### config.mk
export PLATFORM = sky130hd
export DESIGN_NAME = pulse_mo1001oh
export DESIGN_NICKNAME = d
export VERILOG_FILES = /design/src/rtl/pulse_mo1001oh.sv
export SDC_FILE = /design/constraint.sdc
export NUM_CORES = 1
export LEC_CHECK = 0
export CAP_MARGIN = 5
export CORE_AREA = 3 3 40 42
export DETAILED_ROUTE_END_ITERATION = 10
export DIE_AREA = 0 0 43 45
export PLACE_DENSITY = 0.56
export REMOVE_ABC_BUFFERS = 1
export SLEW_MARGIN = 10
export SYNTH_ARGS = -nofsm -noshare
export SYNTH_HDL_FRONTEND = slang
export SYNTH_SLANG_ARGS = --single-unit
### constraint.sdc
create_clock -name clk -period 1.35 [get_ports clk]
set_input_delay 0.2025 -clock clk [delete_from_list [all_inputs] [get_ports clk]]
set_output_delay 0.2025 -clock clk [all_outputs]
set_load 0.01 [all_outputs]
### src/rtl/pulse_mo1001oh.sv
// Moore detector for the serial marker 1-0-0-1 with overlap, one-hot state.
// out is bit 4 of the state register, so it has no combinational path from in.
module pulse_mo1001oh (
   input  logic       clk,
   input  logic       rst,
   input  logic       in,
   output logic       out,
   output logic [4:0] state_oh
);

   localparam int unsigned STATE_W = 5;

   typedef enum logic [STATE_W-1:0] {
      IDLE  = 5'b00001,
      S1    = 5'b00010,
      S10   = 5'b00100,
      S100  = 5'b01000,
      S1001 = 5'b10000
   } state_t;

   state_t state;
   state_t state_nx;

   // Next-state logic; any code that is not exactly one-hot falls back to IDLE.
   always_comb begin
      state_nx = IDLE;
      case (state)
         IDLE:    state_nx = in ? S1    : IDLE;
         S1:      state_nx = in ? S1    : S10;
         S10:     state_nx = in ? S1    : S100;
         S100:    state_nx = in ? S1001 : IDLE;
         S1001:   state_nx = in ? S1    : S10;
         default: state_nx = IDLE;
      endcase
   end

   always_ff @(posedge clk) begin
      if (rst) state <= IDLE;
      else     state <= state_nx;
   end

   assign state_oh = STATE_W'(state);
   assign out      = state_oh[4];

endmodule

==> results.md, run 1 <==
* Kind of critical path: reg -> reg
* Max-cap viol count at 0
* CP Data Arrival Time at 1.32 ns
* Worst hold path class: reg -> reg
* Port Buffers at 8
* Core Box Area at 1280 µm²
* Area taken by multi-input logic gates at 164 µm²
* WL/cell at 11.0 µm
* Slew @ Worst Pin at 0.233 ns
* Gpl congestion at 0.781
* Setup TNS Final at 0 ns
* Final Hold Viols at 0
* Fin crit period at 1.19 ns
* H-tree level count at 1
* RSZ-0062 raised after global routing: false
* Post-DR vias/cell at 4.74
* CTS buffer count at 3
* Syn avg cell area at 9.02 µm²
* Final Cycle Share at 0.884
* Netlist area before placement at 298 µm²
* Worst Skew at 0.000163 ns
* GRT Residual Overflow at 0
* Area Growth Syn to Fin at 45.4%
* ANT cells at 0
* CP Max Fanout at 7
* Max FFs per register at 5
* Vias in the first global route at 275
* First-pass DRT Iterations at 4
* Initial antenna violation count at 0
* Synth top area cells: dfxtp_1, xor2_2, a2111oi_2
* CP startpoint kind: flip-flop
* CP Capture Type: flip-flop
* CTS clk-pin slew, worst paths at 0.04 ns
* Post-Layout Cell Count at 62
* Unique cell type count in the Yosys netlist at 21
* Initial Util at 0.232
* Relative slew slack at 0.843
* Final setup fails at 0
* Residual DRC at 0
* Fillers at 139
* PD cells at 1040 nW/µm²
* Largest area contributor in the netlist: dfxtp_1
* Utilization after layout at 0.337
* Largest net degree at the start of global routing at 9
* Global-route wire length before repair at 1130 µm
* NumNets Final at 51
* CTS Buffer Depth at 2
* Starting DRT DRC Count at 7
* CTS tree: yes
* Row count at 13
* Die area at 1940 µm²
* Wirelength, routed at 685 µm
* Die Height at 45 µm
* F_max at 838 MHz
* Worst EP required at 1.48 ns
* Synth Instances at 33
* Post-DRT Antenna Nets at 0
* Synthesis Warnings at 0
* Clk root buf: clkbuf_4
* I/O Pins at 9
* DR vias at 294
* #FFs+latches synth at 5
* Inst Count DP at 58
* Peak VDD IR at 289 µV
* Status: completed
* Die X at 43 µm
* FF/Latch Area at 106 µm²
* Slew Limit Fails at 0
* Worst-skew pair later-pin latency at 0.24 ns
* Sequential fraction of the synthesis area at 0.336
* Sink Count at 5
* Pleak at 0.191 nW
* Total track usage at 0.0851
* Post-CTS setup buffer count at 0
* Ratio of cells with drive above 1 in the final layout at 0.340
* Synth top area share at 0.336
-- stage by stage --
step                      instance area (µm²)  setup slack, ns  hold WS [ns]  power [mW]
after global routing                      433            0.107         0.528       0.482
after detailed placement                  408           0.0135         0.538       0.281
after CTS                                 433            0.147         0.494       0.461
after floorplan                           272            0.109         0.271       0.231
after global placement                    408           0.0396         0.542       0.282
final                                     433            0.156         0.491       0.451
-- logic make-up (layout without fill, tap and decap cells) --
logic type                after synthesis  in the layout  synth area share
AOI/OAI and AO/OA                       7              7             0.202
buffers and inverters                   5             19             0.113
and+or+nand+nor                        13             13             0.235
DFF                                     5              5             0.336
xor gates and xnor gates                3              3             0.113
-- placed cells by master (no fill, tap or decap), drive strengths merged, types with 3 or more instances in the layout --
| cell | count |
|---|---|
| dlygate4sd2 | 6 |
| buf | 5 |
| dfxtp | 5 |
| clkbuf | 4 |
| o21ai | 3 |
-- path summary, 6_finish.rpt --
path | from | end | slack, ns | depth (start not counted)
max | state_oh[2] | state_oh[0] | 0.16 | 4
min | state_oh[2] | state_oh[3] | 0.49 | 2
max reg2reg | state_oh[2] | state_oh[0] | 0.16 | 4
min reg2reg | state_oh[2] | state_oh[3] | 0.49 | 2
-- power by group --
part           total, mW  switching (mW)  internal, mW
logic              0.101          0.0452        0.0561
clock network      0.176          0.0640         0.112
registers          0.174          0.0145         0.159
-- critical path, stage by stage, from the launching register on --
cell and delay (ns):
dfxtp_2 0.35, buf_4 0.15, nor2_1 0.12, o211ai_1 0.11, a221o_1 0.35
-- area by class of cell --
cell class | instances | share of cell area
timing repair buffer | 13 | 0.254
clock buffer | 4 | 0.0607
multi-input combinational | 23 | 0.379
inverter | 2 | 0.0173
tap | 15 | 0.0434
sequential | 5 | 0.246
-- routing by layer --
layer,global-route usage,vias up,share of wire
met4,0.0723,0,0.022
met2,0.117,10,0.40
met1,0.102,137,0.50
met3,0.0359,2,0.074
met5,0,-,0
li1,-,145,-
-- synthesized netlist by cell type (all sizes together) --
master and instances:
nor3 2, nor4 2, nor2b 2, buf 3, and3 1, nor2 2, nand2 2, a221o 1
xnor2 1, dfxtp 5, or3 1, xor2 2, nor3b 1, o211ai 2, inv 2, o21ai 3
a2111oi 1
-- what timing repair did --
action,in CTS,in global routing
resized for setup,11,0
endpoints found under the setup margin,6,0
hold buffers,0,0
No activity file was read; power rests on OpenSTA's default activity.
==> run 2, diff against run 1 <==
GPL_ROUTABILITY_DRIVEN = 1   (was unset)
==> results of run 2 <==
Same layout as run 1: the final DEF is identical, and so are final timing and power.
